**src/rtl/hdlc_tx_ctrl_if.sv**
```systemverilog
// Byte handshake between the TX buffer (master) and the HDLC transmit sequencer (slave).
interface hdlc_tx_ctrl_if;
  logic [7:0] data_i;
  logic       data_valid;
  logic       data_ack;

  modport master (output data_i, output data_valid, input data_ack);
  modport slave  (input data_i, input data_valid, output data_ack);
endinterface

```
**src/rtl/hdlc_tx_ctrl.sv**
```systemverilog
// HDLC transmit sequencer: opening flags, zero-stuffed payload, closing flag and abort pattern.
// Define HDLC_TX_FCS_EN to append the CRC-16/X.25 frame check sequence before the closing flag.
module hdlc_tx_ctrl #(
  parameter int OPEN_FLAGS = 1,
  parameter int ABORT_ONES = 7
) (
  input  logic          clk_i,
  input  logic          rst_i,
  input  logic          txen,
  input  logic          frame,
  input  logic          abortframe,
  hdlc_tx_ctrl_if.slave buf_if,
  output logic          tx,
  output logic          txdone,
  output logic          busy
);
  localparam int FW = (OPEN_FLAGS > 1) ? $clog2(OPEN_FLAGS) : 1;
  localparam int AW = $clog2(ABORT_ONES);
  localparam logic [FW-1:0] LAST_FLAG = FW'(OPEN_FLAGS - 1);
  localparam logic [AW-1:0] LAST_ONE  = AW'(ABORT_ONES - 1);
  localparam logic [7:0]    FLAG      = 8'h7E;

  typedef enum logic [2:0] {
    IDLE, PREP, FLAG_OPEN, DATA, FLAG_CLOSE, ABORT, ABORT_FLAG
`ifdef HDLC_TX_FCS_EN
    , FCS
`endif
  } state_t;

  state_t          state_q;
  state_t          bnd_state;
  logic            frame_q, abort_q;
  logic            tx_q, ack_q, done_q, done_pend_q;
  logic [2:0]      bit_cnt_q, ones_q;
  logic [FW-1:0]   flag_cnt_q;
  logic [AW-1:0]   abort_cnt_q;
  logic [7:0]      shift_q;
  logic            rise_f, rise_a, abort_ok, stuff, cur_bit, at_bnd;

  assign rise_f   = frame & ~frame_q;
  assign rise_a   = abortframe & ~abort_q;
  assign abort_ok = rise_a && (state_q != ABORT) && (state_q != ABORT_FLAG);
  assign stuff    = (ones_q == 3'd5);
  assign cur_bit  = shift_q[bit_cnt_q];
  assign at_bnd   = (bit_cnt_q == 3'd7) &&
                    (((state_q == FLAG_OPEN) && (flag_cnt_q == LAST_FLAG)) ||
                     ((state_q == DATA) && !stuff));

`ifdef HDLC_TX_FCS_EN
  logic [15:0] crc_q, crc_d;
  logic [3:0]  fcs_cnt_q;
  logic        fcs_bit;
  assign crc_d   = (crc_q[0] ^ cur_bit) ? ((crc_q >> 1) ^ 16'h8408) : (crc_q >> 1);
  assign fcs_bit = ~crc_q[fcs_cnt_q];
`endif

  // Where a byte boundary leads: next byte, end of payload, or underrun abort.
  always_comb begin
    bnd_state = ABORT;
    if (!frame) begin
`ifdef HDLC_TX_FCS_EN
      bnd_state = FCS;
`else
      bnd_state = FLAG_CLOSE;
`endif
    end else if (buf_if.data_valid) begin
      bnd_state = DATA;
    end
  end

  always_ff @(posedge clk_i or posedge rst_i) begin
    if (rst_i) begin
      state_q     <= IDLE;
      frame_q     <= 1'b0;
      abort_q     <= 1'b0;
      tx_q        <= 1'b1;
      ack_q       <= 1'b0;
      done_q      <= 1'b0;
      done_pend_q <= 1'b0;
      bit_cnt_q   <= '0;
      ones_q      <= '0;
      flag_cnt_q  <= '0;
      abort_cnt_q <= '0;
      shift_q     <= '0;
`ifdef HDLC_TX_FCS_EN
      crc_q       <= 16'hFFFF;
      fcs_cnt_q   <= '0;
`endif
    end else begin
      frame_q     <= frame;
      abort_q     <= abortframe;
      ack_q       <= 1'b0;
      done_q      <= done_pend_q;
      done_pend_q <= 1'b0;
      if (!txen) begin
        state_q <= IDLE;
        tx_q    <= 1'b1;
        done_q  <= 1'b0;
        ones_q  <= '0;
`ifdef HDLC_TX_FCS_EN
        crc_q   <= 16'hFFFF;
`endif
      end else if (abort_ok) begin
        state_q     <= ABORT;
        tx_q        <= 1'b1;
        abort_cnt_q <= '0;
        ones_q      <= '0;
      end else begin
        case (state_q)
          IDLE: begin
            tx_q <= 1'b1;
            if (rise_f) state_q <= PREP;
          end
          PREP: begin
            tx_q       <= 1'b1;
            bit_cnt_q  <= '0;
            flag_cnt_q <= '0;
            ones_q     <= '0;
`ifdef HDLC_TX_FCS_EN
            crc_q      <= 16'hFFFF;
`endif
            state_q    <= FLAG_OPEN;
          end
          FLAG_OPEN: begin
            tx_q      <= FLAG[bit_cnt_q];
            ones_q    <= '0;
            bit_cnt_q <= bit_cnt_q + 3'd1;
            if (bit_cnt_q == 3'd7) flag_cnt_q <= flag_cnt_q + FW'(1);
          end
          DATA: begin
            if (stuff) begin
              tx_q   <= 1'b0;
              ones_q <= '0;
            end else begin
              tx_q      <= cur_bit;
              ones_q    <= cur_bit ? ones_q + 3'd1 : 3'd0;
              bit_cnt_q <= bit_cnt_q + 3'd1;
`ifdef HDLC_TX_FCS_EN
              crc_q     <= crc_d;
`endif
            end
          end
`ifdef HDLC_TX_FCS_EN
          FCS: begin
            if (stuff) begin
              tx_q   <= 1'b0;
              ones_q <= '0;
            end else begin
              tx_q      <= fcs_bit;
              ones_q    <= fcs_bit ? ones_q + 3'd1 : 3'd0;
              fcs_cnt_q <= fcs_cnt_q + 4'd1;
              if (fcs_cnt_q == 4'd15) begin
                state_q   <= FLAG_CLOSE;
                bit_cnt_q <= '0;
              end
            end
          end
`endif
          // A pending stuffed 0 must precede the closing flag, otherwise the flag reads as data.
          FLAG_CLOSE: begin
            if (stuff) begin
              tx_q   <= 1'b0;
              ones_q <= '0;
            end else begin
              tx_q      <= FLAG[bit_cnt_q];
              ones_q    <= '0;
              bit_cnt_q <= bit_cnt_q + 3'd1;
              if (bit_cnt_q == 3'd7) begin
                state_q     <= IDLE;
                done_pend_q <= 1'b1;
              end
            end
          end
          ABORT: begin
            tx_q   <= 1'b1;
            ones_q <= '0;
`ifdef HDLC_TX_FCS_EN
            crc_q  <= 16'hFFFF;
`endif
            if (abort_cnt_q == LAST_ONE) begin
              state_q   <= ABORT_FLAG;
              bit_cnt_q <= '0;
            end else begin
              abort_cnt_q <= abort_cnt_q + AW'(1);
            end
          end
          ABORT_FLAG: begin
            tx_q      <= FLAG[bit_cnt_q];
            bit_cnt_q <= bit_cnt_q + 3'd1;
            if (bit_cnt_q == 3'd7) state_q <= IDLE;
          end
          default: begin
            state_q <= IDLE;
            tx_q    <= 1'b1;
          end
        endcase
        if (at_bnd) begin
          state_q     <= bnd_state;
          abort_cnt_q <= '0;
`ifdef HDLC_TX_FCS_EN
          fcs_cnt_q   <= '0;
`endif
          if (bnd_state == DATA) begin
            shift_q <= buf_if.data_i;
            ack_q   <= 1'b1;
          end
        end
      end
    end
  end

  assign tx              = tx_q;
  assign txdone          = done_q;
  assign busy            = (state_q != IDLE);
  assign buf_if.data_ack = ack_q;
endmodule
```
**src/flat_wrapper.sv**
```systemverilog
// flat-port wrapper written by rule: the top's interface ports become plain ports
module hdlc_tx_ctrl_flat 
#(
  parameter int OPEN_FLAGS = 1,
  parameter int ABORT_ONES = 7
)
  (clk_i, rst_i, txen, frame, abortframe, tx, txdone, busy, buf_if_data_i, buf_if_data_valid, buf_if_data_ack);
  hdlc_tx_ctrl_if buf_if_i ();
  input  logic clk_i;
  input  logic rst_i;
  input  logic txen;
  input  logic frame;
  input  logic abortframe;
  output logic tx;
  output logic txdone;
  output logic busy;
  input wire logic [$bits(buf_if_i.data_i)-1:0] buf_if_data_i;
  input wire logic [$bits(buf_if_i.data_valid)-1:0] buf_if_data_valid;
  output wire logic [$bits(buf_if_i.data_ack)-1:0] buf_if_data_ack;
  assign buf_if_i.data_i = buf_if_data_i;
  assign buf_if_i.data_valid = buf_if_data_valid;
  assign buf_if_data_ack = buf_if_i.data_ack;
  hdlc_tx_ctrl #(.OPEN_FLAGS(OPEN_FLAGS), .ABORT_ONES(ABORT_ONES)) u_core (.clk_i(clk_i), .rst_i(rst_i), .txen(txen), .frame(frame), .abortframe(abortframe), .buf_if(buf_if_i), .tx(tx), .txdone(txdone), .busy(busy));
endmodule
```
**config.mk**
```make
export PLATFORM = sky130hd
export DESIGN_NAME = hdlc_tx_ctrl_flat
export DESIGN_NICKNAME = d
export VERILOG_FILES = /design/src/rtl/hdlc_tx_ctrl_if.sv /design/src/rtl/hdlc_tx_ctrl.sv /design/src/flat_wrapper.sv
export SDC_FILE = /design/constraint.sdc
export NUM_CORES = 1
export LEC_CHECK = 0
export CELL_PAD_IN_SITES_DETAIL_PLACEMENT = 2
export CELL_PAD_IN_SITES_GLOBAL_PLACEMENT = 2
export CORE_ASPECT_RATIO = 1.25
export CORE_MARGIN = 10
export CORE_UTILIZATION = 35
export CTS_CLUSTER_SIZE = 12
export DETAILED_ROUTE_END_ITERATION = 16
export GPL_ROUTABILITY_DRIVEN = 0
export PLACE_DENSITY = 0.85
export SETUP_SLACK_MARGIN = 0.02
export SLEW_MARGIN = 20
export SYNTH_ARGS = -nofsm -noshare
export SYNTH_HDL_FRONTEND = slang
export SYNTH_SLANG_ARGS = --single-unit
export TNS_END_PERCENT = 50
```
**constraint.sdc**
```tcl
create_clock -name clk_i -period 2.25 [get_ports clk_i]
set_clock_uncertainty 0.05 [all_clocks]
set_input_delay 0.5625 -clock clk_i [delete_from_list [all_inputs] [get_ports clk_i]]
set_output_delay 0.5625 -clock clk_i [all_outputs]
set_load 0.01 [all_outputs]
```
==> metrics <==
register area=679 um^2; largest net degree at the start of global routing=28; Slowest-stage cell, CP=dfrtp_1; sequential power share=41.0%; number of vias per cell=5.32; fmax=0.461 GHz; Largest stage delay, worst path=370 ps; clock root buffer=clkbuf_8; met3 routed WL=134 um; crit path max fanout=9; GRT Residual Overflow=0; Post-synth EDFFs=0; Yosys top cell by area=dfrtp_1; Ports=18; Internal Power=0.946 mW; Setup TNS=0 ps; worst endpoint required time=2360 ps; H-tree Lvls=1; Detailed Route WL=4830 um; Buffers on Ports=17; clock share of power=18.9%; TritonRoute pass-1 iters=4; yosys warns=0; status=finished, final reports clean; PwrDens=739 mW/mm^2; WL per Instance=19.5 um; dpl hpwl=3660 um; CTS Buf Count=3; leakage power=0.946 nW; post-place setup slack=-0.228 ps; # rows=27; Max Root-Sink Buffers=2; fin crit period=2170 ps; Setup CP Type=reg2reg; Synth Register Bits=27; Final Max Tran Viols=0; via count=1314; Final Worst Setup Slack=81.4 ps; Clk pin slew, worst setup/hold paths=90 ps; total track usage=13.1%; antenna violations before repair=0; DRC viols=0; share of the core filled with cells=46.2%; fill cell count=469; largest cells by area after synthesis=dfrtp_1, mux2_4, ha_1; sw frac=36.5%; die area=0.00753 mm^2; Die Y=94.6 um; insertion delay of the later-clocked pin in the worst-skew pair=270 ps; effective utilization at floorplan=35.7%; hold_buf cts=0; CTS tree=built; Slew headroom=56.6%; share of the synthesized area in the top cell type=41.8%; crit-path cells=ha_1 > ha_4 > nand3b_1 > a211oi_2 > nand3_1 > or2_4 > buf_12 > mux2_4; M1 WL=1930 um; syn nets=174; share of layout cells above drive strength 1=20.6%; max-cap viol count=0; Final ANT Viol Nets=0; Net Sw Power=0.543 mW; area grow syn2layout=29.3%; Seq/Total Area, Yosys=43.5%; starting DRC count in detailed routing=97; die width=79.6 um; Final Net Count=212; Total Power=1.49 mW; clock tree sinks=27; vias in the first global route=1460; Async SR Flop Fraction=100%; endpoints failing setup=0; Comb pwr share=40.0%; Worst Tran Pin Value=645 ps; global-route wire length before repair=7780 um; core area=0.00436 mm^2; Netlist cell types=37; ys flop type=dfrtp_1; Worst Hold Class=reg2reg; top layer in use=met4; Final Hold Viols=0; worst ir drop on vdd=0.000287 V; multi-input logic area=832 um^2; arrival time worst endpoint=2280 ps; Netlist Area Pre-Place=0.00156 mm^2; Critical Path Sink Type=flop; Synth Area per Inst=10.2 um^2; Syn Inst Count=152; critical path launch point type=flop; number of diodes=0; Tcrit/Tclk final=96.4%; met2 WL post-DR=2630 um
## cell usage in the layout, fill, tap and decap left out, drive strengths merged, types with 2 or more instances in the layout
cell type	count
a211oi	3
a21boi	2
a21oi	12
a22oi	2
buf	21
clkbuf	4
clkdlybuf4s50	16
dfrtp	26
ha	8
inv	11
mux2	8
mux2i	10
nand2	13
nand2b	4
nand3	3
nand3b	3
nor2	7
nor2b	8
o21a	2
o21ai	6
o22ai	3
xor2	2
## worst max-delay path, delay by kind of cell, from the launching register on
kind                       cells  cell delay, ps
muxes                          1             300
and+or+nand+nor                3             580
DFF                            1             370
AOI/OAI and AO/OA              1             270
adders and majority gates      2             350
buffers and inverters          1             150
## cell type report
class	instances	area share (%)
multi-input cells	109	41.3
flip-flops and latches	27	33.7
repair buffers	38	17.0
well taps	58	3.60
clock buffers	4	2.24
inverters	11	2.05
## synth_stat cells (2+ instances only)
| library cell | count |
|---|---|
| a21oi_1 | 12 |
| buf_2 | 2 |
| a211oi_1 | 2 |
| mux2i_1 | 10 |
| nand3b_1 | 3 |
| a21boi_0 | 2 |
| xor2_1 | 2 |
| inv_1 | 11 |
| ha_1 | 8 |
| o21ai_0 | 6 |
| nand2b_1 | 4 |
| nand3_1 | 3 |
| clkbuf_1 | 2 |
| dfrtp_1 | 26 |
| nand2_1 | 13 |
| mux2_4 | 8 |
| nor2b_1 | 8 |
| o22ai_1 | 3 |
| o21a_1 | 2 |
| nor2_1 | 7 |
| a22oi_1 | 2 |
## layer usage
layer / global-route usage (%) / up-vias
li1: - / 604
met1: 13.9 / 669
met2: 24.4 / 30
met3: 2.66 / 11
met4: 5.54 / 0
met5: 0 / -
## state kept, by name (all words and copies together), names as in the netlist
name                    flops
u_core.ones_q               3
u_core.txdone               1
u_core.done_pend_q          1
u_core.abort_cnt_q          3
u_core.abort_q              1
u_core.bit_cnt_q            3
u_core.tx                   1
u_core.flag_cnt_q           1
u_core.shift_q              8
u_core.state_q              3
u_core.buf_if.data_ack      1
u_core.frame_q              1
## metrics by stage
| stage | cells | hold slack [ps] | instance area, um^2 |
|---|---|---|---|
| final | 247 | 420 | 2010 |
| after global routing | 247 | 463 | 2010 |
| after CTS | 241 | 429 | 1940 |
| after detailed placement | 237 | 403 | 1900 |
| after global placement | 237 | 388 | 1900 |
| after floorplan | 152 | 384 | 1560 |
## power by group through the flow
stage	logic, mW	registers (mW)	clock network, mW
floorplan	0.325	0.604	0
global placement	0.503	0.609	0
detailed placement	0.546	0.618	0
CTS	0.556	0.612	0.289
global route	0.666	0.624	0.311
finish	0.596	0.611	0.282
## cells by family (layout without fill, tap and decap cells)
logic type	after synthesis	count (layout)	synth area share [%]
AND/OR/NAND/NOR	45	45	15.3
AO/OA/AOI/OAI	35	35	14.5
flip-flops	27	27	43.5
multiplexers	18	18	14.1
buffers and inverters	16	53	4.50
adder cells (fa/ha/maj)	8	8	6.43
XOR/XNOR	3	3	1.69
## repair_timing
action | in CTS | in global routing
gates resized for setup | 2 | 6
setup endpoints to repair | 9 | 9
buffers inserted | 0 | 6
pin swaps | 1 | 2
## path summary, 6_finish.rpt
| kind | endpoint | slack, ps | cells after the start | from |
|---|---|---|---|---|
| setup reg to reg | u_core.shift_q[7]$_DFFE_PP0P_ | 80 | 8 | u_core.bit_cnt_q[1]$_DFFE_PP0P_ |
| hold / removal | u_core.txdone$_DFF_PP0_ | 420 | 1 | u_core.done_pend_q$_DFF_PP0_ |
| min in group asynchronous | u_core.bit_cnt_q[1]$_DFFE_PP0P_ | 600 | 3 | rst_i |
| max in group asynchronous | u_core.tx$_DFF_PP1_ | 1240 | 3 | rst_i |
| setup / recovery | u_core.shift_q[7]$_DFFE_PP0P_ | 80 | 8 | u_core.bit_cnt_q[1]$_DFFE_PP0P_ |
| hold reg to reg | u_core.txdone$_DFF_PP0_ | 420 | 1 | u_core.done_pend_q$_DFF_PP0_ |
Note: power is estimated with default switching activity, not from simulation.
